## config.mk

```make
export PLATFORM = sky130hd
export DESIGN_NAME = pc_call_sequencer
export DESIGN_NICKNAME = d
export VERILOG_FILES = /design/src/rtl/pc_call_sequencer.sv
export SDC_FILE = /design/constraint.sdc
export NUM_CORES = 1
export LEC_CHECK = 0
export BUFFER_PORTS_ARGS = -buffer_cell sky130_fd_sc_hd__buf_2
export CAP_MARGIN = 20
export CORE_MARGIN = 2
export CORE_UTILIZATION = 40
export CTS_CLUSTER_SIZE = 12
export DETAILED_ROUTE_END_ITERATION = 8
export PLACE_DENSITY_LB_ADDON = 0.1
export SYNTH_ARGS = -nofsm -noshare
export SYNTH_HDL_FRONTEND = slang
export SYNTH_SLANG_ARGS = --single-unit
```

## constraint.sdc

```tcl
create_clock -name clk -period 2.2 [get_ports clk]
set_input_delay 0.44 -clock clk [delete_from_list [all_inputs] [get_ports clk]]
set_output_delay 0.44 -clock clk [all_outputs]
set_load 0.1 [all_outputs]
```

## src/rtl/pc_call_sequencer.sv

```systemverilog
// Program-counter sequencer feeding a return-address stack: NEXT/JUMP/CALL/RET.
// Define PCSEQ_STACK_GUARD_EN to enable full/empty guarding and sticky error flags.
module pc_call_sequencer #(
  parameter int AW    = 4,
  parameter int DEPTH = 4
) (
  input  logic                    clk,
  input  logic                    rst,
  input  logic                    instr_valid,
  output logic                    instr_ready,
  input  logic [1:0]              op,
  input  logic [AW-1:0]           target,
  input  logic [AW-1:0]           stk_pop_data,
  output logic                    stk_en,
  output logic                    stk_rw,
  output logic [AW-1:0]           stk_data,
  output logic [AW-1:0]           pc,
  output logic [$clog2(DEPTH):0]  depth,
  output logic                    busy,
  output logic                    overflow_err,
  output logic                    underflow_err
);

  localparam int DW = $clog2(DEPTH) + 1;

`ifdef PCSEQ_STACK_GUARD_EN
  localparam bit GUARD_EN = 1'b1;
`else
  localparam bit GUARD_EN = 1'b0;
`endif

  localparam logic [1:0] OP_NEXT = 2'b00;
  localparam logic [1:0] OP_JUMP = 2'b01;
  localparam logic [1:0] OP_CALL = 2'b10;
  localparam logic [1:0] OP_RET  = 2'b11;

  typedef enum logic [1:0] {S_IDLE, S_PUSH, S_POP, S_POP_WAIT} state_t;

  state_t          r_state, w_state_nxt;
  logic [AW-1:0]   r_pc, w_pc_nxt;
  logic [AW-1:0]   r_target, w_target_nxt;
  logic [AW-1:0]   r_stk_data, w_stk_data_nxt;
  logic [DW-1:0]   r_depth, w_depth_nxt;
  logic            r_stk_en, w_stk_en_nxt;
  logic            r_stk_rw, w_stk_rw_nxt;
  logic            r_ovf, w_ovf_nxt;
  logic            r_udf, w_udf_nxt;

  logic            w_accept;
  logic            w_full;
  logic            w_empty;
  logic [AW-1:0]   w_pc_inc;

  assign w_accept = instr_valid && (r_state == S_IDLE);
  assign w_full   = (r_depth == DW'(DEPTH));
  assign w_empty  = (r_depth == '0);
  assign w_pc_inc = r_pc + AW'(1);

  // NOTE: every variable gets a default before the case so no path leaves it
  // unassigned; otherwise synthesis infers a latch.
  always_comb begin
    w_state_nxt    = r_state;
    w_pc_nxt       = r_pc;
    w_target_nxt   = r_target;
    w_stk_data_nxt = r_stk_data;
    w_depth_nxt    = r_depth;
    w_stk_en_nxt   = 1'b0;
    w_stk_rw_nxt   = r_stk_rw;
    w_ovf_nxt      = r_ovf;
    w_udf_nxt      = r_udf;

    case (r_state)
      S_IDLE: begin
        if (w_accept) begin
          case (op)
            OP_NEXT: w_pc_nxt = w_pc_inc;
            OP_JUMP: w_pc_nxt = target;
            OP_CALL: begin
              if (GUARD_EN && w_full) begin
                w_ovf_nxt = 1'b1;
                w_pc_nxt  = w_pc_inc;
              end else begin
                w_state_nxt    = S_PUSH;
                w_stk_en_nxt   = 1'b1;
                w_stk_rw_nxt   = 1'b0;
                w_stk_data_nxt = w_pc_inc;
                w_target_nxt   = target;
              end
            end
            OP_RET: begin
              if (GUARD_EN && w_empty) begin
                w_udf_nxt = 1'b1;
                w_pc_nxt  = w_pc_inc;
              end else begin
                w_state_nxt  = S_POP;
                w_stk_en_nxt = 1'b1;
                w_stk_rw_nxt = 1'b1;
              end
            end
          endcase
        end
      end
      S_PUSH: begin
        w_pc_nxt    = r_target;
        w_depth_nxt = w_full ? r_depth : r_depth + DW'(1);
        w_state_nxt = S_IDLE;
      end
      S_POP: begin
        // Pop data arrives the cycle after the strobe, so wait one cycle.
        w_state_nxt = S_POP_WAIT;
      end
      S_POP_WAIT: begin
        w_pc_nxt    = stk_pop_data;
        w_depth_nxt = w_empty ? r_depth : r_depth - DW'(1);
        w_state_nxt = S_IDLE;
      end
    endcase
  end

  // NOTE: sequential state uses non-blocking assignments so every register
  // samples pre-edge values regardless of statement order.
  always_ff @(posedge clk) begin
    if (rst) begin
      r_state    <= S_IDLE;
      r_pc       <= '0;
      r_target   <= '0;
      r_stk_data <= '0;
      r_depth    <= '0;
      r_stk_en   <= 1'b0;
      r_stk_rw   <= 1'b0;
      r_ovf      <= 1'b0;
      r_udf      <= 1'b0;
    end else begin
      r_state    <= w_state_nxt;
      r_pc       <= w_pc_nxt;
      r_target   <= w_target_nxt;
      r_stk_data <= w_stk_data_nxt;
      r_depth    <= w_depth_nxt;
      r_stk_en   <= w_stk_en_nxt;
      r_stk_rw   <= w_stk_rw_nxt;
      r_ovf      <= w_ovf_nxt;
      r_udf      <= w_udf_nxt;
    end
  end

  assign busy          = (r_state != S_IDLE);
  assign instr_ready   = !busy;
  assign pc            = r_pc;
  assign depth         = r_depth;
  assign stk_en        = r_stk_en;
  assign stk_rw        = r_stk_rw;
  assign stk_data      = r_stk_data;
  assign overflow_err  = GUARD_EN & r_ovf;
  assign underflow_err = GUARD_EN & r_udf;

endmodule

```

==> summary.md, run 1 <==
| Metric | Value |
|---|---|
| Detailed-router iteration count before antenna repair | `4` |
| Root buf cell | `clkbuf_4` |
| TritonCTS clock tree | `done` |
| CTS Buffer Depth | `2` |
| DR vias | `872` |
| Crit Path Max Fanout | `9` |
| Leakage power | `0.512 nW` |
| Placed cell areas | `1180 sq um` |
| Mean post-synth cell area | `9.23 sq um` |
| Layout area overhead | `14.7%` |
| Clock transition at path regs | `about 0.11 ns` |
| Min cycle time layout | `~1.9 ns` |
| Number of synthesized flops with an enable pin | `0` |
| I/O pin cnt | `30` |
| Global placement routability congestion | `between 0.6 and 0.7` |
| Top cell type by total area after synthesis | `dfxtp_1` |
| Gr ovfl total | `0` |
| Most frequent cells after synthesis | `dfxtp_1 (19), nor2_1 (15), mux2i_1 (8)` |
| Seq/Total Area, Yosys | `0.361` |
| CP arrival | `~1.5 ns` |
| Hold depth | `3` |
| Starting DRC count in detailed routing | `13` |
| Cts-stage hold buffer count | `0` |
| Num CTS Buffers | `3` |
| Initial core utilization | `0.425` |
| First-pass GRT wire length | `3740 um` |
| Vias in the first global route | `826` |
| Worst Path Required | `1.76 ns` |
| Dpl hpwl | `1570 um` |
| Mapped Area | `1050 sq um` |
| Antenna Diode Count | `0` |
| Asr flop ratio synth | `0` |
| PortBufs | `27` |
| WL per Instance | `between 10 and 15 um` |
| PwrDens | `719 nW/um^2` |
| Max Cap Viol | `0` |
| Fin util | `0.487` |
| FP Rows | `18` |
| Critical path's slowest cell | `dfxtp_1` |
| Met3 GRT Util | `0.0258` |
| Cts repair resizes | `0` |
| Primary FF master, synth | `dfxtp_1` |
| M2 GR Usage | `0.248` |
| Tcrit/Tclk final | `0.861` |
| Top cells by area, synth | `dfxtp_1 (36%), mux2i_1 (7.6%), nor2_1 (5.4%)` |
| Die H | `around 55 um` |
| Drt via density | `5.16` |
| Endpoint type of the worst setup path | `primary output` |
| Die Span X | `~55 um` |
| Worst setup SP type | `flip-flop` |
| Ratio of cells with drive above 1 in the final layout | `0.353` |
| Design area | `1210 sq um` |
| Unrepaired setup endpoints after global routing | `false` |
| Most common cell in the netlist | `dfxtp_1` |
| Setup violators final | `0` |
| Yosys warns | `0` |
| Hold Path Class | `input port to flip-flop` |
| Yosys top cell area share | `0.361` |
| Status | `finished, final reports clean` |
| M1 GR Usage | `0.198` |
| Antenna Violating Nets Remaining | `0` |
| CTS HTree Levels | `1` |
| Most Crowded Layer GR | `met2` |
| Core Region | `2480 sq um` |
| Crit-path max cell delay | `approximately 0.6 ns` |
| Max IR drop VDD | `0.335 mV` |
| F_max | `approximately 0.53 GHz` |
| Die ar. | `3060 sq um` |
| Crit-path cells | `nor2_4 > inv_1 > buf_2` |
| Synthesized flop and latch total | `19` |
| Final net count | `155` |
| Pins Over Slew Limit | `0` |
| Initial antenna violation count | `0` |
| Unique masters post-synth | `41` |
| # fillers | `roughly 260` |
| Final count of hold timing violations | `0` |
| Worst clock skew | `0.00747 ns` |
| Mapped Cells | `between 100 and 150` |
| Post-route setup TNS | `0 ns` |
| Largest net degree at the start of global routing | `21` |
| Final wirelength | `2130 um` |
| CTS sink count | `19` |
| Setup Fix Bufs, Post-CTS | `0` |
| DR DRC count | `0` |
| Crit path kind | `flip-flop to primary output` |
| Later-pin clock latency in the skew report | `0.29 ns` |
| Reg2Reg Depth | `7` |
| All-layer global routing usage | `0.151` |
-- final timing paths --
check	from	to	slack, ns
min reg2reg	stk_rw	stk_rw	0.50
max reg2reg	r_state[1]	depth[2]	0.33
max	r_state[1]	busy	0.31
min	target[0]	r_target[0]	0.39
-- final cells by class --
type                            count  area (sq um)  share of cell area
Timing Repair Buffer               30           158               0.131
Clock buffer                        4          26.3              0.0218
Multi-Input combinational cell     81           587               0.486
Sequential cell                    19           380               0.315
Tap cell                           30          37.5              0.0311
Inverter                            5          18.8              0.0155
-- worst max-delay path: cells and delay by family (launching register included) --
| family | cells | cell delay, ns |
|---|---|---|
| AND/OR/NAND/NOR | 1 | 0.09 |
| buffers and inverters | 2 | 0.47 |
| flip-flops | 1 | 0.60 |
-- flip-flops by register name, summed over array words and instances, names as in the netlist --
signal    count
stk_rw        1
depth         3
r_target      4
stk_data      4
pc            4
r_state       2
stk_en        1
-- layout by cell type (no fill, tap or decap), types with 2 or more instances in the layout --
cell type | netlist | routed
buf_2 | 3 | 27
dfxtp_1 | 19 | 19
nor2_1 | 15 | 15
mux2i_1 | 8 | 8
nand2_1 | 5 | 5
o21ai_0 | 5 | 5
inv_1 | 4 | 4
nor2_2 | 5 | 4
xnor2_1 | 3 | 3
or3_1 | 3 | 3
a211oi_2 | 3 | 3
clkbuf_4 | 0 | 3
buf_4 | 3 | 3
a31oi_1 | 2 | 2
a21oi_1 | 2 | 2
a221oi_1 | 2 | 2
o211ai_1 | 2 | 2
a311oi_1 | 2 | 2
nor3_1 | 2 | 2
ha_1 | 2 | 2
conb_1 | 1 | 2
-- through the flow --
| step | power (mW) | hold slack, ns | cells | setup WS, ns |
|---|---|---|---|---|
| after floorplan | 0.655 | 0.460 | 115 | 0.104 |
| after global placement | 0.700 | 0.472 | 165 | 0.483 |
| after detailed placement | 0.702 | 0.482 | 165 | 0.362 |
| after CTS | 0.880 | 0.390 | 169 | 0.291 |
| after global routing | 0.916 | 0.421 | 169 | 0.172 |
| final | 0.868 | 0.392 | 169 | 0.305 |
-- logic make-up (layout without fill, tap and decap cells) --
kind of cell / Yosys count / in the layout / synth area share
mux: 8 / 8 / 0.0761
flops: 19 / 19 / 0.361
fa+ha+maj: 2 / 2 / 0.0238
simple gates: 39 / 39 / 0.208
other cells: 1 / 2 / 0.00356
buf+inv: 15 / 39 / 0.0892
xor+xnor: 4 / 4 / 0.0404
compound gates: 26 / 26 / 0.197
-- layer usage --
metal  up-vias  routed length (um)
met5         -                   0
met4         0                  15
met3         2                  78
met2        16                 991
met1       407                1040
li1        447                   -
-- power breakdown --
part	internal [mW]	switching (mW)	total (mW)
Clock	0.0705	0.106	0.176
Sequential	0.365	0.0233	0.388
Combinational	0.0724	0.231	0.304
No activity file was read; power rests on OpenSTA's default activity.
==> inputs of run 2 (changes only) <==
- GPL_ROUTABILITY_DRIVEN: default -> 1
- RECOVER_POWER: default -> 50
==> run 2 against run 1 <==
Effect of this change:
- sequential share of layout area up 1.2 points
- cell area down 3.6%
- register-to-register slack better by 0.02 ns
- via count up 1.0%
- fmax down 3.5%
- largest power group unchanged
- clock power about the same
- sequential power about the same
- critical path depth unchanged
- clock skew down 0.0026 ns
- highest routed layer unchanged
- clock-buffer cell count unchanged
==> summary.md, run 2 (same netlist as run 1, synthesis figures left out) <==
| Metric | Value |
|---|---|
| Core Region | `2480 sq um (unchanged)` |
| CTS Buffer Depth | `2 (unchanged)` |
| Ratio of cells with drive above 1 in the final layout | `0.281 (-0.0719)` |
| Crit path launch | `r_state[0]` |
| F_max | `0.509 GHz (-3.5%)` |
| Pins Over Slew Limit | `0 (unchanged)` |
| Dpl hpwl | `1570 um (unchanged)` |
| Reg2Reg Depth | `5 (-2)` |
| Most common cell after layout, fill and taps aside | `buf_2` |
| CP endpoint | `instr_ready` |
| R2R Path Start | `r_state[0]` |
| Max IR drop VDD | `0.333 mV (-0.45%)` |
| Cell-internal power | `503 uW (-0.88%)` |
| Worst path bufs/invs | `2 (unchanged)` |
| Starting DRC count in detailed routing | `20 (+7)` |
| Antenna Violating Nets Remaining | `0 (unchanged)` |
| Slew HR | `0.225` |
| Unrepaired setup endpoints after global routing | `false` |
| Min cycle time layout | `1.96 ns (+0.0686 ns)` |
| WL per Instance | `12.7 um (+1.1%)` |
| Drt via density | `5.21 (+1.0%)` |
| PwrDens | `739 nW/um^2 (+2.9%)` |
| P_sw | `357 uW (-0.81%)` |
| CTS HTree Levels | `1 (unchanged)` |
| Final net count | `155 (unchanged)` |
| Die Span X | `55.3 um (unchanged)` |
| DR vias | `881 (+1.0%)` |
| Die ar. | `3060 sq um (unchanged)` |
| PortBufs | `27 (unchanged)` |
| All-layer global routing usage | `0.151 (unchanged)` |
| Crit-path max cell delay | `0.48 ns (-0.12 ns)` |
| Initial antenna violation count | `0 (unchanged)` |
| Final wirelength | `2150 um (+1.1%)` |
| R2r setup slk | `0.35 ns (+0.02 ns)` |
| Switching Share | `0.415 (about the same)` |
| Status | `finished, final reports clean` |
| Cts repair resizes | `0 (unchanged)` |
| Layout area overhead | `10.6%` |
| Detailed-router iteration count before antenna repair | `4 (unchanged)` |
| Largest net degree at the start of global routing | `21 (unchanged)` |
| Post-route setup TNS | `0 ns (unchanged)` |
| Pre-CTS setup slack | `0.362 ns (unchanged)` |
| Cell depth of the worst setup path | `3 (unchanged)` |
| Tcrit/Tclk final | `0.892 (+0.0312)` |
| Logic pwr share | `0.344 (-0.006)` |
| Cts-stage hold buffer count | `0 (unchanged)` |
| Hold Path Class | `input port to flip-flop` |
| Crit path kind | `flip-flop to primary output` |
| Worst Tran Pin Value | `1.17 ns` |
| Setup Fix Bufs, Post-CTS | `0 (unchanged)` |
| Num CTS Buffers | `3 (unchanged)` |
| Max Cap Viol | `0 (unchanged)` |
| Setup violators final | `0 (unchanged)` |
| Most frequent cells in the layout | `buf_2 (23), dfxtp_1 (19), nor2_1 (16)` |
| TritonCTS clock tree | `done` |
| Gr ovfl total | `0 (unchanged)` |
| Clock share of power | `0.207 (+0.004)` |
| First-pass GRT wire length | `3740 um (unchanged)` |
| Die H | `55.3 um (unchanged)` |
| Global placement routability congestion | `0.686 (unchanged)` |
| Worst Path Required | `1.76 ns (about the same)` |
| DR DRC count | `0 (unchanged)` |
| Later-pin clock latency in the skew report | `0.29 ns (about the same)` |
| Vias in the first global route | `826 (unchanged)` |
| Fin util | `0.470 (-0.0177)` |
| Critical path's slowest cell | `buf_2` |
| Fin Hold WS | `0.391 ns (-0.000273 ns)` |
| Crit-path cells | `buf_4 > nor2_1 > buf_2` |
| CTS sink count | `19 (unchanged)` |
| Crit Reg-Reg Endpoint | `r_target[1]` |
| Worst clock skew | `0.00486 ns (-0.00261 ns)` |
| Sequential Power Share | `0.449 (+0.002)` |
| Crit Path Max Fanout | `10 (+1)` |
| Final count of hold timing violations | `0 (unchanged)` |
| Leakage power | `0.485 nW (-5.3%)` |
| Worst setup SP type | `flip-flop` |
| Clock transition at path regs | `0.11 ns (about the same)` |
| FP Rows | `18 (unchanged)` |
| Root buf cell | `clkbuf_4` |
| CP arrival | `1.52 ns (+0.07 ns)` |
| Endpoint type of the worst setup path | `primary output` |
| Top cell family by delay on the critical path | `buffers and inverters` |
| Initial core utilization | `0.425 (unchanged)` |
| I/O pin cnt | `30 (unchanged)` |
| Antenna Diode Count | `0 (unchanged)` |
| Final worst slack | `0.237 ns (-0.0686 ns)` |
[run 2: changes by cell type in the layout (fill, tap and decap cells not counted), sizes merged]
cell and change:
clkbuf +5, buf -5
[run 2: cell type report]
class,count,area [sq um]
multi-input cells,81,554
fillers,277,1310
flip-flops and latches,19,380
repair buffers,30,146
well taps,30,37.5
inverters,5,18.8
clock buffers,4,26.3
[run 2: worst min-delay path by stage]
stage | slack (ns) | cells past startpoint | endpoint | from
2_1_floorplan | 0.46 | 2 | r_target[3] | r_target[3]
3_3_place_gp | 0.47 | 2 | stk_data[1] | stk_data[1]
3_5_place_dp | 0.48 | 2 | stk_data[1] | stk_data[1]
4_1_cts | 0.39 | 3 | r_target[0] | target[0]
5_1_grt | 0.42 | 3 | r_target[0] | target[0]
6_report | 0.39 | 3 | r_target[0] | target[0]
[run 2: power by group through the flow]
stage | clock [mW] | sequential, mW | combinational [mW]
6_report | 0.178 | 0.386 | 0.296
5_1_grt | 0.200 | 0.390 | 0.316
4_1_cts | 0.186 | 0.388 | 0.306
3_5_place_dp | 0 | 0.396 | 0.305
3_3_place_gp | 0 | 0.395 | 0.305
2_1_floorplan | 0 | 0.508 | 0.147
[run 2: metal layers]
| layer | GRT usage | vias to the layer above | share of wire |
|---|---|---|---|
| li1 | - | 449 | - |
| met1 | 0.198 | 410 | 0.49 |
| met2 | 0.248 | 20 | 0.47 |
| met3 | 0.0258 | 2 | 0.041 |
| met4 | 0.0523 | 0 | 0.0070 |
| met5 | 0 | - | 0 |
[run 2: tightest hold or removal path, stage by stage]
cell and delay, ns:
buf_2 0.08, mux2i_1 0.06, nor2_1 0.07
[run 2: metrics by stage]
step / power, mW / instance area [sq um] / std cells
6_report: 0.860 / 1160 / 169
5_1_grt: 0.906 / 1160 / 169
4_1_cts: 0.880 / 1210 / 169
3_5_place_dp: 0.702 / 1180 / 165
3_3_place_gp: 0.700 / 1180 / 165
2_1_floorplan: 0.655 / 1060 / 115
==> inputs of run 3 (changes only) <==
- clock period: 2.2 -> 1.8 ns (I/O delays scaled with it)
==> run 3 against run 2 <==
Effect of this change:
- total power increased by 25%
- final cell count up 1.2%
- worst setup slack worse by 0.12 ns
- critical path depth up 4
- utilization up 2.8 points
- clock-buffer cell count unchanged
- global-route usage grew 0.15 points
- clock power grew 20%
- sequential power is 23% higher
- critical endpoint is now depth[2]
==> summary.md, run 3 (same netlist as run 1, synthesis figures left out) <==
| Metric | Value |
|---|---|
| Top cell family by delay on the critical path | `simple AND/OR/NAND/NOR gates` |
| TritonCTS clock tree | `done` |
| Final count of hold timing violations | `0 (unchanged)` |
| Starting DRC count in detailed routing | `26 (+30%)` |
| Endpoint type of the worst setup path | `flip-flop` |
| Status | `finished, final reports clean` |
| CTS Buffer Depth | `2 (unchanged)` |
| PortBufs | `27 (unchanged)` |
| Worst clock skew | `0.00438 ns (-0.000477 ns)` |
| Setup Fix Bufs, Post-CTS | `0 (unchanged)` |
| Num CTS Buffers | `3 (unchanged)` |
| Reg2Reg Depth | `7 (+2)` |
| Initial core utilization | `0.425 (unchanged)` |
| Most frequent cells in the layout | `buf_2 (18), nor2_1 (15), dfxtp_1 (14)` |
| R2r setup slk | `0.12 ns (-0.23 ns)` |
| Gr ovfl total | `0 (unchanged)` |
| Max IR drop VDD | `0.496 mV (+49%)` |
| Root buf cell | `clkbuf_4` |
| Final wirelength | `2280 um (+6.1%)` |
| CTS sink count | `19 (unchanged)` |
| Crit-path max cell delay | `0.44 ns (-0.04 ns)` |
| Cell-internal power | `635 uW (+26%)` |
| Crit path kind | `flip-flop to flip-flop` |
| Core Region | `2480 sq um (unchanged)` |
| DR DRC count | `0 (unchanged)` |
| Unrepaired setup endpoints after global routing | `false` |
| Setup violators final | `0 (unchanged)` |
| P_sw | `441 uW (+24%)` |
| Initial antenna violation count | `0 (unchanged)` |
| Vias in the first global route | `808 (-2.2%)` |
| Most common cell after layout, fill and taps aside | `buf_2` |
| Dpl hpwl | `1690 um (+7.5%)` |
| Antenna Diode Count | `0 (unchanged)` |
| DR vias | `899 (+2.0%)` |
| WL per Instance | `13.4 um (+4.9%)` |
| CP arrival | `1.92 ns (+0.40 ns)` |
| Sequential Power Share | `0.440 (-0.009)` |
| Drt via density | `5.26 (+0.85%)` |
| Cts-stage hold buffer count | `0 (unchanged)` |
| Largest net degree at the start of global routing | `21 (unchanged)` |
| Worst path bufs/invs | `0 (-2)` |
| Die H | `55.3 um (unchanged)` |
| Clock transition at path regs | `0.11 ns (about the same)` |
| Die ar. | `3060 sq um (unchanged)` |
| PwrDens | `874 nW/um^2 (+18%)` |
| Final worst slack | `0.119 ns (-0.118 ns)` |
| First-pass GRT wire length | `3770 um (+0.94%)` |
| Crit Path Max Fanout | `6 (-4)` |
| Layout area overhead | `17.1%` |
| Tcrit/Tclk final | `0.934` |
| F_max | `0.595 GHz` |
| Slew HR | `0.642 (+0.417)` |
| Worst setup SP type | `flip-flop` |
| Later-pin clock latency in the skew report | `0.29 ns (about the same)` |
| Critical path's slowest cell | `dfxtp_1` |
| Cts repair resizes | `0 (unchanged)` |
| Pins Over Slew Limit | `0 (unchanged)` |
| Final net count | `157 (+1.3%)` |
| Pre-CTS setup slack | `0.192 ns (-0.170 ns)` |
| Crit-path cells | `nand2_1 > xnor2_1 > ha_1 > nor2b_1 > a31oi_1 > or3_1 > a21oi_1` |
| Min cycle time layout | `1.68 ns` |
| CTS HTree Levels | `1 (unchanged)` |
| FP Rows | `18 (unchanged)` |
| Global placement routability congestion | `0.753 (+9.8%)` |
| Die Span X | `55.3 um (unchanged)` |
| Ratio of cells with drive above 1 in the final layout | `0.369 (+0.0882)` |
| Hold Path Class | `input port to flip-flop` |
| I/O pin cnt | `30 (unchanged)` |
| Logic pwr share | `0.361 (+0.017)` |
| Cell depth of the worst setup path | `7 (+4)` |
| Leakage power | `0.523 nW (+7.8%)` |
| Switching Share | `0.410 (-0.00543)` |
| Clock share of power | `0.199 (-0.008)` |
| Detailed-router iteration count before antenna repair | `6 (+2)` |
| Worst Tran Pin Value | `0.539 ns (-0.628 ns)` |
| Worst Path Required | `2.03 ns (+0.27 ns)` |
| Max Cap Viol | `0 (unchanged)` |
| Hold depth | `3 (unchanged)` |
| Antenna Violating Nets Remaining | `0 (unchanged)` |
| All-layer global routing usage | `0.152 (+0.00147)` |
| Post-route setup TNS | `0 ns (unchanged)` |
==> run 3: power by group through the flow <==
stage / Sequential, mW / Clock (mW) / Combinational (mW)
finish: 0.474 / 0.214 / 0.388
global route: 0.480 / 0.238 / 0.408
CTS: 0.475 / 0.224 / 0.397
detailed placement: 0.485 / 0 / 0.396
global placement: 0.482 / 0 / 0.393
floorplan: 0.623 / 0 / 0.179
==> run 3: final cells by class <==
cell class	instances	area [sq um]
fillers	252	1240
multi-input cells	81	567
flip-flops and latches	19	387
repair buffers	32	196
well taps	30	37.5
clock buffers	4	26.3
inverters	5	18.8
==> run 3: worst paths after layout <==
check	start	to
setup / recovery	r_state[1]	depth[2]
hold / removal	target[0]	r_target[0]
setup reg to reg	r_state[1]	depth[2]
hold reg to reg	stk_rw	stk_rw
==> run 3: stage by stage <==
step | instance area (sq um) | total power [mW] | util | hold WS, ns | cells
after floorplan | 1070 | 0.803 | - | 0.460 | 115
after global placement | 1230 | 0.875 | 0.497 | 0.471 | 167
after detailed placement | 1230 | 0.881 | 0.497 | 0.487 | 167
after CTS | 1260 | 1.10 | 0.508 | 0.316 | 171
after global routing | 1230 | 1.13 | 0.497 | 0.343 | 171
final | 1230 | 1.08 | 0.497 | 0.322 | 171
==> run 3: tightest hold or removal path, delay by kind of cell <==
kind	cells	cell delay, ns
simple gates	1	0.07
mux	1	0.07
buf+inv	1	0.09
==> run 3: layer usage <==
layer,share of wire,GRT usage
met1,0.47,0.192
met3,0.039,0.0492
met5,0,0
met2,0.49,0.259
met4,0.0066,0.0209
